==> config.mk <==
export PLATFORM = sky130hd
export DESIGN_NAME = msix_req_scheduler
export DESIGN_NICKNAME = d
export VERILOG_FILES = /design/src/rtl/msix_sched_pkg.sv /design/src/rtl/msix_rr_arb.sv /design/src/rtl/msix_req_scheduler.sv
export SDC_FILE = /design/constraint.sdc
export NUM_CORES = 1
export LEC_CHECK = 0
export CAP_MARGIN = 10
export CELL_PAD_IN_SITES_DETAIL_PLACEMENT = 1
export CELL_PAD_IN_SITES_GLOBAL_PLACEMENT = 2
export CORE_ASPECT_RATIO = 1.4
export CORE_MARGIN = 10
export CORE_UTILIZATION = 30
export DETAILED_ROUTE_END_ITERATION = 7
export PLACE_DENSITY = 0.78
export SLEW_MARGIN = 0
export SYNTH_ARGS = -nofsm -noshare
export SYNTH_HDL_FRONTEND = slang
export SYNTH_SLANG_ARGS = --single-unit
==> constraint.sdc <==
create_clock -name clk -period 3.2 [get_ports clk]
set_clock_uncertainty 0.2 [all_clocks]
set_input_delay 0.8 -clock clk [delete_from_list [all_inputs] [get_ports clk]]
set_output_delay 0.8 -clock clk [all_outputs]
set_load 0.005 [all_outputs]
==> src/rtl/msix_sched_pkg.sv <==
// Shared types for the MSI-X request scheduler.
//   MSIX_VEC_W    : width of an MSI-X vector number
//   sched_state_e : scheduler FSM states (IDLE, ISSUE, GAP)
//   slot_t        : one-deep per-requester slot {valid, vector}
package msix_sched_pkg;

    localparam int MSIX_VEC_W = 16;

    typedef enum logic [1:0] {
        ST_IDLE  = 2'd0,
        ST_ISSUE = 2'd1,
        ST_GAP   = 2'd2
    } sched_state_e;

    typedef struct packed {
        logic                  valid;
        logic [MSIX_VEC_W-1:0] vector;
    } slot_t;

endpackage

==> src/rtl/msix_rr_arb.sv <==
// Round-robin arbiter for the MSI-X scheduler.
// Ports:
//   clk, rst_n : clock, asynchronous active-low reset
//   req        : NUM_REQ-wide request vector
//   advance    : grant was consumed; move the pointer past the granted index
//   grant      : one-hot grant (all zero when no request)
// The search starts at the pointer, which always holds the index just
// after the last consumed grant, wrapping from NUM_REQ-1 to 0.
module msix_rr_arb #(
    parameter int NUM_REQ = 4
) (
    input  logic               clk,
    input  logic               rst_n,
    input  logic [NUM_REQ-1:0] req,
    input  logic               advance,
    output logic [NUM_REQ-1:0] grant
);

    localparam int PTR_W = (NUM_REQ > 1) ? $clog2(NUM_REQ) : 1;

    logic [PTR_W-1:0] ptr;
    logic [PTR_W-1:0] grant_idx;
    logic             found;
    int               idx;

    always_comb begin
        grant     = '0;
        grant_idx = '0;
        found     = 1'b0;
        idx       = 0;
        for (int i = 0; i < NUM_REQ; i++) begin
            idx = int'(ptr) + i;
            if (idx >= NUM_REQ) begin
                idx = idx - NUM_REQ;
            end
            if (!found && req[idx]) begin
                found      = 1'b1;
                grant[idx] = 1'b1;
                grant_idx  = PTR_W'(idx);
            end
        end
    end

    always_ff @(posedge clk or negedge rst_n) begin
        if (!rst_n) begin
            ptr <= '0;
        end else if (advance && found) begin
            ptr <= (grant_idx == PTR_W'(NUM_REQ - 1)) ? '0 : grant_idx + 1'b1;
        end
    end

endmodule

==> src/rtl/msix_req_scheduler.sv <==
// MSI-X request scheduler: collects one-cycle interrupt requests from
// NUM_REQ requesters into one-deep slots and issues them round-robin to
// the Tx MSI-X bridge, honouring a programmable idle gap between issues.
// Ports:
//   clk, rst_n   : clock, asynchronous active-low reset
//   req_strb     : per-requester request pulse
//   req_vector   : per-requester vector, sampled with req_strb
//   req_mask     : holds a pending request without issuing it
//   req_pending  : slot holds an unissued request
//   req_ovf      : sticky per-requester lost-request flag
//   ovf_clr      : clears the matching req_ovf bit
//   gap_cycles   : minimum idle cycles between issues
//   msix_strb    : one-cycle issue pulse (registered)
//   msix_num     : vector issued with msix_strb (registered)
//   msix_ready   : bridge can accept
//   issue_cnt    : running count of issued interrupts
module msix_req_scheduler
    import msix_sched_pkg::*;
#(
    parameter int NUM_REQ = 4,
    parameter int GAP_W   = 8
) (
    input  logic                                clk,
    input  logic                                rst_n,
    input  logic [NUM_REQ-1:0]                  req_strb,
    input  logic [NUM_REQ-1:0][MSIX_VEC_W-1:0]  req_vector,
    input  logic [NUM_REQ-1:0]                  req_mask,
    output logic [NUM_REQ-1:0]                  req_pending,
    output logic [NUM_REQ-1:0]                  req_ovf,
    input  logic [NUM_REQ-1:0]                  ovf_clr,
    input  logic [GAP_W-1:0]                    gap_cycles,
    output logic                                msix_strb,
    output logic [MSIX_VEC_W-1:0]               msix_num,
    input  logic                                msix_ready,
    output logic [31:0]                         issue_cnt
);

    slot_t                 slots [NUM_REQ];
    sched_state_e          state;
    sched_state_e          state_nxt;
    logic [GAP_W-1:0]      gap_cnt;
    logic [NUM_REQ-1:0]    eligible;
    logic [NUM_REQ-1:0]    grant;
    logic [NUM_REQ-1:0]    ovf_set;
    logic                  fire;
    logic                  load_gap;
    logic                  dec_gap;
    logic [MSIX_VEC_W-1:0] grant_vec;

    always_comb begin
        eligible    = '0;
        req_pending = '0;
        for (int i = 0; i < NUM_REQ; i++) begin
            eligible[i]    = slots[i].valid & ~req_mask[i];
            req_pending[i] = slots[i].valid;
        end
    end

    msix_rr_arb #(
        .NUM_REQ (NUM_REQ)
    ) u_arb (
        .clk     (clk),
        .rst_n   (rst_n),
        .req     (eligible),
        .advance (fire),
        .grant   (grant)
    );

    always_comb begin
        grant_vec = '0;
        for (int i = 0; i < NUM_REQ; i++) begin
            if (grant[i]) begin
                grant_vec = grant_vec | slots[i].vector;
            end
        end
    end

    // A differing vector on a pending slot is lost, unless the slot is
    // being granted this cycle, in which case the new vector replaces it.
    always_comb begin
        ovf_set = '0;
        for (int i = 0; i < NUM_REQ; i++) begin
            ovf_set[i] = req_strb[i] & slots[i].valid &
                         (slots[i].vector != req_vector[i]) &
                         ~(fire & grant[i]);
        end
    end

    always_ff @(posedge clk or negedge rst_n) begin
        if (!rst_n) begin
            state <= ST_IDLE;
        end else begin
            state <= state_nxt;
        end
    end

    // The issue decision is taken in IDLE so that msix_strb/msix_num can be
    // registered and appear during the single ISSUE cycle. Returning through
    // IDLE even with no gap limits issues to one per two cycles, which covers
    // the bridge's one-cycle ready latency.
    always_comb begin
        state_nxt = state;
        fire      = 1'b0;
        load_gap  = 1'b0;
        dec_gap   = 1'b0;
        case (state)
            ST_IDLE: begin
                if ((|eligible) && msix_ready) begin
                    fire      = 1'b1;
                    state_nxt = ST_ISSUE;
                end
            end
            ST_ISSUE: begin
                if (gap_cycles != '0) begin
                    load_gap  = 1'b1;
                    state_nxt = ST_GAP;
                end else begin
                    state_nxt = ST_IDLE;
                end
            end
            ST_GAP: begin
                dec_gap = 1'b1;
                if (gap_cnt <= GAP_W'(1)) begin
                    state_nxt = ST_IDLE;
                end
            end
            default: begin
                state_nxt = ST_IDLE;
            end
        endcase
    end

    always_ff @(posedge clk or negedge rst_n) begin
        if (!rst_n) begin
            for (int i = 0; i < NUM_REQ; i++) begin
                slots[i] <= '0;
            end
            req_ovf   <= '0;
            msix_strb <= 1'b0;
            msix_num  <= '0;
            issue_cnt <= '0;
            gap_cnt   <= '0;
        end else begin
            msix_strb <= fire;
            if (fire) begin
                msix_num  <= grant_vec;
                issue_cnt <= issue_cnt + 32'd1;
            end

            if (load_gap) begin
                gap_cnt <= gap_cycles;
            end else if (dec_gap) begin
                gap_cnt <= gap_cnt - 1'b1;
            end

            for (int i = 0; i < NUM_REQ; i++) begin
                if (fire && grant[i]) begin
                    if (req_strb[i]) begin
                        slots[i].vector <= req_vector[i];
                    end else begin
                        slots[i].valid <= 1'b0;
                    end
                end else if (req_strb[i] && !slots[i].valid) begin
                    slots[i].valid  <= 1'b1;
                    slots[i].vector <= req_vector[i];
                end
            end

            // Set wins over a simultaneous clear.
            req_ovf <= ovf_set | (req_ovf & ~ovf_clr);
        end
    end

endmodule

==> summary.txt <==
Hold path
  – Worst hold endpoint: issue_cnt[31]$_DFFE_PN0P_
  – Min-delay src: issue_cnt[31]$_DFFE_PN0P_
  – Min-Delay Path Depth: 1
  – Hold Crit Class: reg2reg

Worst setup path
  – Setup crit start kind: input port
  – Worst stage delay on the critical path: about 0.42 ns
  – Reg2reg setup slack: 0.09 ns
  – Worst r2r dst: slots[64]$_DFFE_PN0P_
  – Most used cell, CP: buf_4
  – R2R cell count: 12
  – Worst EP required: ~3.3 ns
  – CP cell instances: clkdlybuf4s15_1 > nor2b_1 > buf_4 > or3_4 > a2111oi_4 > buf_4 > o21a_1 > o31ai_1 > a21boi_2 > buf_4 > clkbuf_16 > mux2_2
  – Slowest cell on crit path: a2111oi_4
  – WS Path Type: in2reg
  – CP arrival: approximately 3.3 ns
  – Crit. End Element: flop
  – Crit-path max FO: 8

Layout
  – Nets: 933
  – Fin cells: ~1.2k
  – Post-Route Utilization: 0.442
  – Area grow syn2layout: 45.1%
  – Layout cells sized above 1: 0.241
  – Storage cell area: 3330 µm²
  – Fillers: roughly 2.6k
  – Design area: 10300 µm²
  – Area of the multi-input gates: 3700 µm²

Synth
  – Largest family of logic cells by synthesized area: XOR/XNOR gates
  – Post-synthesis mux area share: 0.115
  – Mapped Cells: 636
  – Post-Synth XOR/XNOR Area: 0.122
  – Post-synth ARST share: 1.00
  – Avg Cell Area, Syn: roughly 11 µm²
  – Compound-Gate Fraction of Synth Area: 0.117
  – Syn Std Cell Area: between 7000 and 8000 µm²
  – Number of synthesized flops with an enable pin: 0
  – Mapped Nets: between 700 and 800
  – Synth Register Bits: 133
  – Synth Flop Type: dfrtp_1
  – Post-Synth Adder-Cell Area: 0.0219
  – Register area share after synthesis: 0.469
  – Simple-gate share of the synthesized area: 0.117
  – Synth cell types: 64
  – YS warnings: 0

Placement
  – Post-Place Cells: 1112
  – Input/output buffers: approximately 140
  – Placed inst area: 9330 µm²
  – GP Congestion: between 0.8 and 0.9
  – Detail Placement HPWL: 17.1 mm

Drt
  – Drc violations: 0
  – Antenna-violating nets left: 0
  – Final wirelength: around 23 mm
  – Drt pass-1 iters: 4
  – WL/cell: approximately 20 µm
  – Vias post-DR: ~5.7k
  – Avg Vias per Cell: between 4 and 5
  – DRT iter0 DRCs: around 160

Power
  – P per Cell Area: roughly 950 nW/µm²
  – Maximum VDD drop: about 0.44 mV
  – Total Power: around 10 mW
  – Leak Pwr: ~4.3 nW

STA
  – Max Slew Vio Count: 0
  – Fin crit period: about 3.1 ns
  – Hold Vio Cnt, Final: 0
  – Period utilization: 0.984
  – Fmax: around 320 MHz
  – Slew of the pin with the lowest slew margin: between 1 and 1.5 ns
  – Hold_ws: between 0.2 and 0.3 ns
  – Final setup violation count: 0
  – Slew margin rel.: 0.296

Clock tree
  – Clock root cell: clkbuf_16
  – Total CTS buffers: 17
  – Skew-Pair Late Insertion Delay: about 0.43 ns
  – CTS Buffer Depth: 2
  – CTS tree: yes
  – # clock sinks: 133
  – Max H-tree Level: 4
  – Clock transition at path regs: approximately 0.060 ns

Floorplanning
  – Core Region: approximately 23000 µm²
  – Row cnt: 66
  – Io pins: 144
  – Die width: 150 µm
  – Die area: around 30000 µm²
  – Die Height: roughly 200 µm
  – Starting Density: 0.305

Global route
  – GRT overflow: 0
  – Vias in the first global route: roughly 6.4k
  – First-pass GRT wire length: ~36 mm
  – Initial antenna violation count: 1
  – Pin count of the biggest net entering global routing: 84
  – Overall routing resource usage: 0.153

Flow run
  – Max Cap Viol: 0

Run status
  – Status: finished clean
## synth_stat cells (16+ instances only)
cell type / n / area, µm²
a31oi_1: 16 / 100
xor2_1: 37 / 324
inv_1: 25 / 93.8
nand2_1: 33 / 124
nor2_1: 30 / 113
a22oi_1: 16 / 120
o21ai_0: 16 / 80.1
mux2_2: 45 / 507
nand4_1: 19 / 119
a2bb2oi_1: 16 / 140
dfrtp_1: 133 / 3330
xnor2_1: 62 / 543
## stage by stage
stage                     worst slack (ns)  TNS [ns]
after detailed placement            -0.586    -46.22
final                               0.0520         0
after CTS                          -0.0226   -0.0668
after floorplan                    -0.0969     -2.06
after global routing               -0.0344    -0.350
after global placement              -0.591    -44.45
## routing by layer
layer | up-vias | routed length, µm | part of all wire | GRT usage
met5 | - | 0 | 0 | 0
met4 | 0 | 502 | 0.022 | 0.0550
met3 | 26 | 1110 | 0.048 | 0.0373
met2 | 129 | 12300 | 0.53 | 0.273
met1 | 2873 | 9260 | 0.40 | 0.172
li1 | 2676 | - | - | -
## kinds of logic (layout without fill, tap and decap cells)
family / count (synthesis) / in the layout
simple gates: 159 / 159
flops: 133 / 133
compound gates: 107 / 107
xor+xnor: 99 / 99
mux: 67 / 67
buf+inv: 58 / 271
fa+ha+maj: 13 / 13
other cells: 0 / 1
## where the power goes
part           internal [mW]  total, mW  switching [mW]
clock                   1.31       2.10           0.796
combinational           2.53       4.58            2.05
sequential              2.34       3.04           0.702
total                   6.18       9.73            3.55
## cells in the final DEF, fill, tap and decap left out, drive strengths merged, types with 10 or more instances in the layout
cell type,count
clkdlybuf4s50,138
dfrtp,133
buf,67
mux2,64
xnor2,62
xor2,37
nand2,33
nor2,30
inv,29
clkbuf,23
nand4,19
o21ai,17
a31oi,16
a22oi,16
a2bb2oi,16
nor3,15
nand3,13
nor4,10
ha,10
## final cells by class
cell class                 instances  area share
antenna                            1    0.000243
clock inverter                    11      0.0141
tap                              306      0.0372
multi-input combinational        445       0.360
clock buffer                      21      0.0467
inverter                          27     0.00985
timing repair buffer             212       0.209
sequential                       133       0.323
## how the worst max path moves through the flow
| stage | startpoint | end | slack, ns | cells past startpoint |
|---|---|---|---|---|
| 2_1_floorplan | req_mask[2] | slots[23]$_DFFE_PN0P_ | -0.1 | 9 |
| 3_3_place_gp | req_mask[2] | msix_num[11]$_DFFE_PN0P_ | -0.59 | 9 |
| 3_5_place_dp | req_mask[2] | msix_num[15]$_DFFE_PN0P_ | -0.59 | 9 |
| 4_1_cts | req_mask[3] | msix_num[15]$_DFFE_PN0P_ | -0.02 | 10 |
| 5_1_grt | req_mask[0] | slots[61]$_DFFE_PN0P_ | -0.03 | 12 |
| 6_report | req_mask[0] | slots[64]$_DFFE_PN0P_ | 0.05 | 12 |
## repair_timing
| item | in CTS | in global routing |
|---|---|---|
| pin swaps | 12 | 11 |
| hold endpoints to repair | 13 | 0 |
| buffers inserted | 3 | 4 |
| gates resized for setup | 24 | 18 |
| gates cloned | 2 | 2 |
| hold buffers | 1 | 0 |
| endpoints found under the setup margin | 64 | 80 |
## worst max-delay path: cells and delay by family
kind	cells	cell delay (ns)
buffers and inverters	5	0.86
AOI/OAI and AO/OA	4	0.80
and+or+nand+nor	2	0.47
muxes	1	0.33
## registers in the layout (all words and copies together), names as in the netlist, named ones only
| register | cells |
|---|---|
| gap_cnt | 8 |
| issue_cnt | 32 |
| msix_num | 16 |
| msix_strb | 1 |
| req_ovf | 4 |
| req_pending | 4 |
| slots | 64 |
| state | 2 |
| u_arb.ptr | 1 |
Note: power is estimated with default switching activity, not from simulation.
